--- config.mk ---
export PLATFORM = sky130hd
export DESIGN_NAME = regfile_writeback_arbiter
export DESIGN_NICKNAME = d
export VERILOG_FILES = /design/src/rtl/regfile_writeback_arbiter.sv
export SDC_FILE = /design/constraint.sdc
export NUM_CORES = 1
export LEC_CHECK = 0
export CORE_ASPECT_RATIO = 0.9
export CORE_MARGIN = 4
export CORE_UTILIZATION = 35
export CTS_CLUSTER_SIZE = 30
export DETAILED_ROUTE_END_ITERATION = 8
export GPL_TIMING_DRIVEN = 0
export PLACE_DENSITY = 0.85
export SYNTH_ARGS = -nofsm -noshare
export SYNTH_HDL_FRONTEND = slang
export SYNTH_SLANG_ARGS = --single-unit
--- constraint.sdc ---
create_clock -name clk -period 2.2 [get_ports clk]
set_input_delay 0.44 -clock clk [delete_from_list [all_inputs] [get_ports clk]]
set_output_delay 0.44 -clock clk [all_outputs]
set_load 0.02 [all_outputs]
--- src/rtl/regfile_writeback_arbiter.sv ---
// Round-robin share of the register-file writeback port; build with REGFILE_WB_STARVE_GUARD_EN for the starvation guard.
// Latency: one cycle from Req_Ready to Mem_Write_En.
// Backpressure: a requester holds Req_Valid until Req_Ready; nothing is granted while clk_en is low or in reset.
module regfile_writeback_arbiter #(
    parameter int DATABITWIDTH    = 16,
    parameter int REGADDRBITWIDTH = 4,
    parameter int REQCOUNT        = 4,
    parameter int REQIDBITWIDTH   = 2
) (
    input  logic                                  clk,
    input  logic                                  clk_en,
    input  logic                                  sync_rst,
    input  logic [REQCOUNT-1:0]                   Req_Valid,
    input  logic [REQCOUNT*REGADDRBITWIDTH-1:0]   Req_Address,
    input  logic [REQCOUNT*DATABITWIDTH-1:0]      Req_Data,
    output logic [REQCOUNT-1:0]                   Req_Ready,
    output logic                                  Mem_Write_En,
    output logic [REGADDRBITWIDTH-1:0]            Mem_Write_Address,
    output logic [DATABITWIDTH-1:0]               Mem_Write_Data,
    output logic [REQIDBITWIDTH-1:0]              Grant_Id,
`ifdef REGFILE_WB_STARVE_GUARD_EN
    output logic                                  Starve_Flag,
`endif
    output logic                                  Arbiter_Idle
);

    logic [REQIDBITWIDTH-1:0]   r_ptr;
    logic [REQIDBITWIDTH-1:0]   r_gid;
    logic                       r_wen;
    logic [REGADDRBITWIDTH-1:0] r_addr;
    logic [DATABITWIDTH-1:0]    r_data;

    logic [REQIDBITWIDTH-1:0]   w_sel;
    logic                       w_sel_vld;
    logic                       w_xfer;
    logic [REQCOUNT-1:0]        w_ready;
    logic [REGADDRBITWIDTH-1:0] w_sel_addr;
    logic [DATABITWIDTH-1:0]    w_sel_data;

`ifdef REGFILE_WB_STARVE_GUARD_EN
    logic [3:0] r_age     [REQCOUNT];
    logic [3:0] w_age_nxt [REQCOUNT];
    logic       r_starve;
    logic       w_starve_nxt;
`endif

    always_comb begin
        logic [REQIDBITWIDTH-1:0] v_idx;
        w_sel     = '0;
        w_sel_vld = 1'b0;
        v_idx     = '0;
        for (int k = 1; k <= REQCOUNT; k++) begin
            v_idx = REQIDBITWIDTH'((int'(r_ptr) + k) % REQCOUNT);
            if (!w_sel_vld && Req_Valid[v_idx]) begin
                w_sel_vld = 1'b1;
                w_sel     = v_idx;
            end
        end
`ifdef REGFILE_WB_STARVE_GUARD_EN
        // Aged requesters override round-robin; descending scan leaves the lowest index.
        for (int i = REQCOUNT - 1; i >= 0; i--) begin
            if (Req_Valid[i] && (r_age[i] >= 4'd12)) begin
                w_sel_vld = 1'b1;
                w_sel     = REQIDBITWIDTH'(i);
            end
        end
`endif
    end

    assign w_xfer     = clk_en && !sync_rst && w_sel_vld;
    assign w_ready    = w_xfer ? (REQCOUNT'(1) << w_sel) : '0;
    assign w_sel_addr = Req_Address[int'(w_sel)*REGADDRBITWIDTH +: REGADDRBITWIDTH];
    assign w_sel_data = Req_Data[int'(w_sel)*DATABITWIDTH +: DATABITWIDTH];

    always_ff @(posedge clk) begin
        if (sync_rst) begin
            r_ptr  <= REQIDBITWIDTH'(REQCOUNT - 1);
            r_gid  <= '0;
            r_wen  <= 1'b0;
            r_addr <= '0;
            r_data <= '0;
        end else if (clk_en) begin
            if (w_xfer) begin
                r_ptr  <= w_sel;
                r_gid  <= w_sel;
                r_addr <= w_sel_addr;
                r_data <= w_sel_data;
                // Register 0 is hardwired; accept the return but never strobe it.
                r_wen  <= |w_sel_addr;
            end else begin
                r_wen  <= 1'b0;
            end
        end
    end

`ifdef REGFILE_WB_STARVE_GUARD_EN
    always_comb begin
        w_starve_nxt = 1'b0;
        for (int i = 0; i < REQCOUNT; i++) begin
            w_age_nxt[i] = r_age[i];
            if (w_ready[i]) begin
                w_age_nxt[i] = 4'd0;
            end else if (Req_Valid[i] && (r_age[i] != 4'hF)) begin
                w_age_nxt[i] = r_age[i] + 4'd1;
            end
            if (w_age_nxt[i] >= 4'd12) begin
                w_starve_nxt = 1'b1;
            end
        end
    end

    always_ff @(posedge clk) begin
        if (sync_rst) begin
            for (int i = 0; i < REQCOUNT; i++) begin
                r_age[i] <= 4'd0;
            end
            r_starve <= 1'b0;
        end else if (clk_en) begin
            for (int i = 0; i < REQCOUNT; i++) begin
                r_age[i] <= w_age_nxt[i];
            end
            r_starve <= w_starve_nxt;
        end
    end

    assign Starve_Flag = r_starve;
`endif

    assign Req_Ready         = w_ready;
    assign Mem_Write_En      = r_wen;
    assign Mem_Write_Address = r_addr;
    assign Mem_Write_Data    = r_data;
    assign Grant_Id          = r_gid;
    assign Arbiter_Idle      = ~|Req_Valid && ~r_wen;

endmodule
## After elaboration in Yosys (flattened, before gate mapping)

Cells that the tools add are included.

- Memories kept: 0
- Latch bits: 0
- Output and inout bits: 28
- RAM bits: 0
- Input port bits: 87
- Logic and storage cells: 49
- Register bits after elaboration: 25
- Memory bits (read-only): 0

- Mux-type cells: 18
- Multiply operators: 0
- Equality and inequality tests: 0
- Magnitude comparators: 4
- Div/mod/pow operators: 0
- $add $sub $neg: 4
- Bitwise logic cells: 1
- Reductions and logical operators: 14
- Shift-type cells: 3

Operators with widths:

| cell | count |
|---|---|
| 64-bit by 7-bit variable part select with 16-bit output | 1 |
| 16-bit by 5-bit variable part select with 4-bit output | 1 |
| 2-bit by 3-bit less-than comparator with 1-bit output (second input constant) | 4 |
| 1-bit 2-to-1 mux | 9 |
| 1-bit binary-select mux with 2-bit select | 4 |
| 2-bit 2-to-1 mux | 4 |
| 4-bit OR reduction | 2 |
| 1-bit logical AND | 6 |
| 1-bit zero test | 5 |
| 2-bit by 1-bit adder with 2-bit output (second input constant) | 2 |
| 2-bit adder (second input constant) | 2 |
| 4-bit 2-to-1 mux | 1 |
| 1-bit by 2-bit << shifter with 4-bit output (first input constant) | 1 |
| 2-bit AND reduction | 1 |
| 1-bit NOT | 1 |

## Logic depth before layout (Yosys ltp)

- Word-level depth: 16
- Mapped depth: 8
- Gate-level depth less buffers: 6

## Worst setup path before layout

No wires, ideal clock.

- Path type: in2out
- From: input Req_Valid[1]
- To: output Req_Ready[2]
- Data required time: 1,760 ps
- Arrival: 1,709 ps
- Stages on the path: 6
- Slack: 51 ps
- Buffers on the path: 2
- Path through: o21a_1 -> a211oi_4 -> buf_6 -> buf_2 -> nand2_1 -> nor2_1

- Word-level cells in the longest chain between the ends: 14
- Elaborated cells between the ends (all ways): 25
- Those cells by class: shift (1); mux (17); reduce/logical (7)

RTL lines:

| what | RTL line | text |
|---|---|---|
| from (decl) | 13 | `input logic [REQCOUNT-1:0] Req_Valid,` |
| 1-bit binary-select mux with 2-bit select | 54 | `if (!w_sel_vld && Req_Valid[v_idx]) begin` |
| 1-bit 2-to-1 mux (implied by the code) | 54 |  |
| 1-bit 2-to-1 mux | 54 |  |
| 1-bit zero test | 54 |  |
| 1-bit logical AND | 54 |  |
| 1-bit 2-to-1 mux | 54 |  |
| 1-bit zero test | 54 |  |
| 1-bit logical AND | 54 |  |
| 1-bit 2-to-1 mux | 54 |  |
| 1-bit zero test | 54 |  |
| 1-bit logical AND | 54 |  |
| 2-bit 2-to-1 mux / 1-bit 2-to-1 mux (equally long branches) | 54 |  |
| 1-bit by 2-bit << shifter with 4-bit output / 1-bit logical AND (equally long branches) | 71, 70 |  |
| 4-bit 2-to-1 mux (*) | 71 | `assign w_ready = w_xfer ? (REQCOUNT'(1) << w_sel) : '0;` |
| to (decl) | 16 | `output logic [REQCOUNT-1:0] Req_Ready,` |

Mark *: on every way between the ends. The rest lies on a longest branch, timed or not. The select of a mux whose other input is x is not followed.

## Worst setup path in the final report

- From: register r_ptr[0]
- To: output Req_Ready[1]

- Word-level cells in the longest chain between the ends: 15
- Elaborated cells between the ends (all ways): 29
- Those cells by class: add/sub (4); shift (1); mux (17); reduce/logical (7)

RTL lines:

| what | RTL line | text |
|---|---|---|
| from (decl) | 27 | `logic [REQIDBITWIDTH-1:0] r_ptr;` |
| from (signal assigned) | 77 | `r_ptr <= REQIDBITWIDTH'(REQCOUNT - 1);` |
| from (signal assigned) | 84 | `r_ptr <= w_sel;` |
| 2-bit by 1-bit adder with 2-bit output | 53 | `v_idx = REQIDBITWIDTH'((int'(r_ptr) + k) % REQCOUNT);` |
| 1-bit binary-select mux with 2-bit select | 54 |  |
| 1-bit 2-to-1 mux (implied by the code) | 54 |  |
| 1-bit 2-to-1 mux | 54 |  |
| 1-bit zero test | 54 |  |
| 1-bit logical AND | 54 |  |
| 1-bit 2-to-1 mux | 54 |  |
| 1-bit zero test | 54 |  |
| 1-bit logical AND | 54 |  |
| 1-bit 2-to-1 mux | 54 |  |
| 1-bit zero test | 54 |  |
| 1-bit logical AND | 54 |  |
| 2-bit 2-to-1 mux / 1-bit 2-to-1 mux (equally long branches) | 54 |  |
| 1-bit by 2-bit << shifter with 4-bit output / 1-bit logical AND (equally long branches) | 71, 70 |  |
| 4-bit 2-to-1 mux (*) | 71 |  |

Marked as above.

==> implementation parameters <==
Parameter                              Value

Outcome
  Outcome ... completed

Floorplanning
  Die height ... 72.3 um
  Die Footprint ... 5740 sq um
  Top-level port count ... 115
  Row count ... 23
  Placeable core region ... ~4500 sq um
  Initial Util ... 36.0%
  Die boundary width ... approximately 79 um

Logic synthesis
  Synth area leaders ... sky130_fd_sc_hd__dfxtp_1 31%, sky130_fd_sc_hd__mux2i_1 17%, sky130_fd_sc_hd__a22o_1 11%
  Most used standard cell by instance count after synthesis ... sky130_fd_sc_hd__mux2i_1
  Warnings from Yosys ... 0
  Total nets after synthesis ... 260
  Synth Cell Area ... 1610 sq um
  Post-synth top cells ... 28 x sky130_fd_sc_hd__mux2i_1, 25 x sky130_fd_sc_hd__dfxtp_1, 21 x sky130_fd_sc_hd__a22o_1, 19 x sky130_fd_sc_hd__a21oi_1, 17 x sky130_fd_sc_hd__nor2b_1
  Async SR Flop Fraction ... 0%
  Post-synthesis xor/xnor area fraction ... 0%
  Synth Area per Inst ... a little over 9 sq um
  Share of Yosys cell area claimed by the top area cell type ... a little under a third
  Combinational family with the most area after synthesis ... compound AO/OA/AOI/OAI gates
  Share of cell area taken by muxes after synthesis ... 17.4%
  Synth area leader ... sky130_fd_sc_hd__dfxtp_1
  Post-synthesis sequential area ratio ... 31.1%
  Simple-gate portion of the synthesized area ... 13.5%
  Synthesized flop and latch total ... 25
  Compound-Gate Fraction of Synth Area ... between 30% and 40%
  Mapped Cells ... around 170
  Adder-cell share of the synthesized area ... 0%
  Distinct cell type count after synthesis ... 26
  EDFF count, synth ... 0
  Main flop type after synthesis ... sky130_fd_sc_hd__dfxtp_1

Detailed routing
  DRC violation count after routing ... 0
  Detailed Routing Iterations Pass 1 ... 4
  DR vias ... 1851
  Number of vias per cell after detailed routing ... 5.02
  Initial drt markers ... 43
  Total routed wirelength ... 5860 um
  Detail Route Antenna Nets ... 0
  Routed wirelength normalized by instance count ... approximately 16 um

Placed design
  IO Port Bufs ... 114
  Routability congestion estimate ... 0.753
  DP Wirelength ... 4410 um

Setup path
  Most prevalent standard cell on the critical path ... sky130_fd_sc_hd__buf_6
  Type of origin of the critical path ... register
  Critical-path cell list ... buf_6 > nor3b_4 > a211oi_4 > buf_6 > or3_4 > nor2b_4 > buf_6
  Critical path's slowest cell ... sky130_fd_sc_hd__or3_4
  Worst EP required ... between 1500 and 2000 ps
  Setup crit start ... r_ptr[0]
  Origin of the critical flop-to-flop path ... r_ptr[0]
  Arrival time at the worst endpoint ... roughly 1700 ps
  Maximum single-stage delay on the critical path ... around 360 ps
  Largest fanout on the critical path ... 4
  Type of the worst setup path ... reg -> out
  CP endpoint kind ... primary output

Finish
  Multi-input gate area in the final layout ... 1040 sq um
  Area delta synth->final ... 91.1%
  Number of diodes added for antenna fixing ... 0
  Number of fill cells in the layout ... between 300 and 400
  Layout net count ... ~400
  Share of post-route cells with drive strength above 1 ... 19.2%
  Final standard cell utilization of the core ... 68.9%
  Area taken by flip-flops and latches ... 502 sq um

STA
  Setup-failing EPs final ... 0
  Worst hold slack across all endpoints ... 455 ps
  Maximum frequency from static timing analysis ... 459 MHz
  Total count of max-transition violations in the final report ... 0
  Largest clock skew in the final design ... about 10 ps
  Share of the clock period used by the worst path after layout ... 99.0%
  Slew margin rel. ... 62.0%
  Total count of hold-check failures in the final report ... 0
  Measured slew at the worst slew-check pin ... around 570 ps
  Min Clock Period, post-route ... around 2200 ps
  RSZ-0062 raised after global routing ... yes

Global route
  Global routing usage on met2 ... 36.3%
  Total grt overflow ... 0
  Layer with the highest usage after global routing ... met2
  GRT Util Overall ... 20.0%
  First-pass GRT wire length ... 9170 um
  Met3 Track Usage GR ... 5.21%
  Number of global-route vias before repair ... approximately 1.9k
  Initial antenna violation count ... 0
  GR Layer Usage met1 ... 23.5%
  Maximum number of pins on one net before global-route repair ... 15

Clock network
  Max clock buf depth ... 2
  Count of hold buffers inserted by post-cts repair ... 0
  Clock H-tree levels ... 1
  Cts bufs inserted ... 3
  Clock transition at the registers of the reported paths ... 100 ps
  Later-pin clock latency in the skew report ... 270 ps
  TritonCTS clock tree ... yes
  Number of sinks on the clock net ... 25
  Clock root buffer master ... sky130_fd_sc_hd__clkbuf_8

Pwr
  Maximum vdd ir drop ... approximately 0.27 mV
  Cell Pwr Density ... 518 nW/um^2
  Leakage power of the design ... 1.25 nW

Min path
  Worst min-delay path class ... reg -> reg
  Worst Min Path Start ... Grant_Id[1]

Job
  Number of maximum-capacitance violations ... 0
cells by family after synthesis:
logic type | Yosys count
AND/OR/NAND/NOR | 40
AO/OA/AOI/OAI | 62
buffers and inverters | 18
flip-flops | 25
multiplexers | 28
report_power, final:
part / switching, mW / leakage (nW) / internal (mW)
registers: 0.0282 / 0.206 / 0.501
clock network: 0.155 / 0.0255 / 0.127
logic: 0.339 / 1.02 / 0.442
total: 0.522 / 1.25 / 1.07
metal layers:
metal | share of wire [%] | up-vias
li1 | - | 910
met4 | 1.4 | 0
met5 | 0 | -
met2 | 49 | 72
met3 | 7.7 | 8
met1 | 42 | 861
final timing paths:
check / cells after the start / endpoint / slack [ps]
max: 7 / Req_Ready[1] / 20
min: 2 / Grant_Id[1] / 450
max reg2reg: 9 / Mem_Write_En / 130
min reg2reg: 2 / Grant_Id[1] / 450
stage by stage:
stage                     TNS (ps)  total power [mW]  cell area, sq um  setup WS, ps  cells
after CTS                    -18.3              1.59              3050         -15.8    367
final                            0              1.59              3070          22.8    369
after floorplan                  0             0.915              1610          50.7    173
after detailed placement    -10940              1.24              2830         -1110    349
after global placement      -10280              1.23              2830         -1100    349
after global routing         -79.7              1.68              3070         -27.7    369
worst max-delay path: cells and delay by family, from the launching register on:
family | cells | cell delay, ps
DFF | 1 | 350
AOI/OAI and AO/OA | 1 | 80
buffers and inverters | 3 | 370
and+or+nand+nor | 3 | 680
repair_timing:
| item | in CTS | in global routing |
|---|---|---|
| pin swaps | 8 | 6 |
| setup buffers | 14 | 4 |
| gates resized for setup | 55 | 12 |
| endpoints found under the setup margin | 18 | 5 |
placed cells by master (no fill, tap or decap), types with 2 or more instances in the layout:
cell,netlist,layout
sky130_fd_sc_hd__clkbuf_1,5,4
sky130_fd_sc_hd__a22o_1,21,21
sky130_fd_sc_hd__buf_6,5,10
sky130_fd_sc_hd__dfxtp_1,25,24
sky130_fd_sc_hd__buf_8,1,3
sky130_fd_sc_hd__inv_1,3,3
sky130_fd_sc_hd__mux2i_1,28,28
sky130_fd_sc_hd__nand2_2,0,2
sky130_fd_sc_hd__a211oi_2,6,6
sky130_fd_sc_hd__nor3_1,2,2
sky130_fd_sc_hd__nor2b_1,17,16
sky130_fd_sc_hd__a21oi_1,19,19
sky130_fd_sc_hd__buf_2,3,3
sky130_fd_sc_hd__a211oi_1,10,10
sky130_fd_sc_hd__nor2_2,0,3
sky130_fd_sc_hd__clkdlybuf4s50_1,0,106
sky130_fd_sc_hd__buf_4,1,16
sky130_fd_sc_hd__nand2b_1,3,2
sky130_fd_sc_hd__nor2_1,8,4
sky130_fd_sc_hd__nand2_1,7,5
sky130_fd_sc_hd__clkbuf_2,0,2
sky130_fd_sc_hd__clkbuf_8,0,4
registers in the layout, indices dropped and copies added, names as in the netlist:
register	count
Mem_Write_Data	16
Mem_Write_Address	4
Grant_Id	2
r_ptr	2
Mem_Write_En	1
final cells by class:
| cell class | instances | area share, % |
|---|---|---|
| clock buffers | 3 | 1.34 |
| repair buffers | 132 | 41.3 |
| flip-flops and latches | 25 | 16.3 |
| clock inverters | 1 | 0.163 |
| inverters | 3 | 0.367 |
| plain buffers | 13 | 4.03 |
| multi-input cells | 130 | 33.9 |
| well taps | 62 | 2.53 |
No activity file was read; power rests on OpenSTA's default activity.
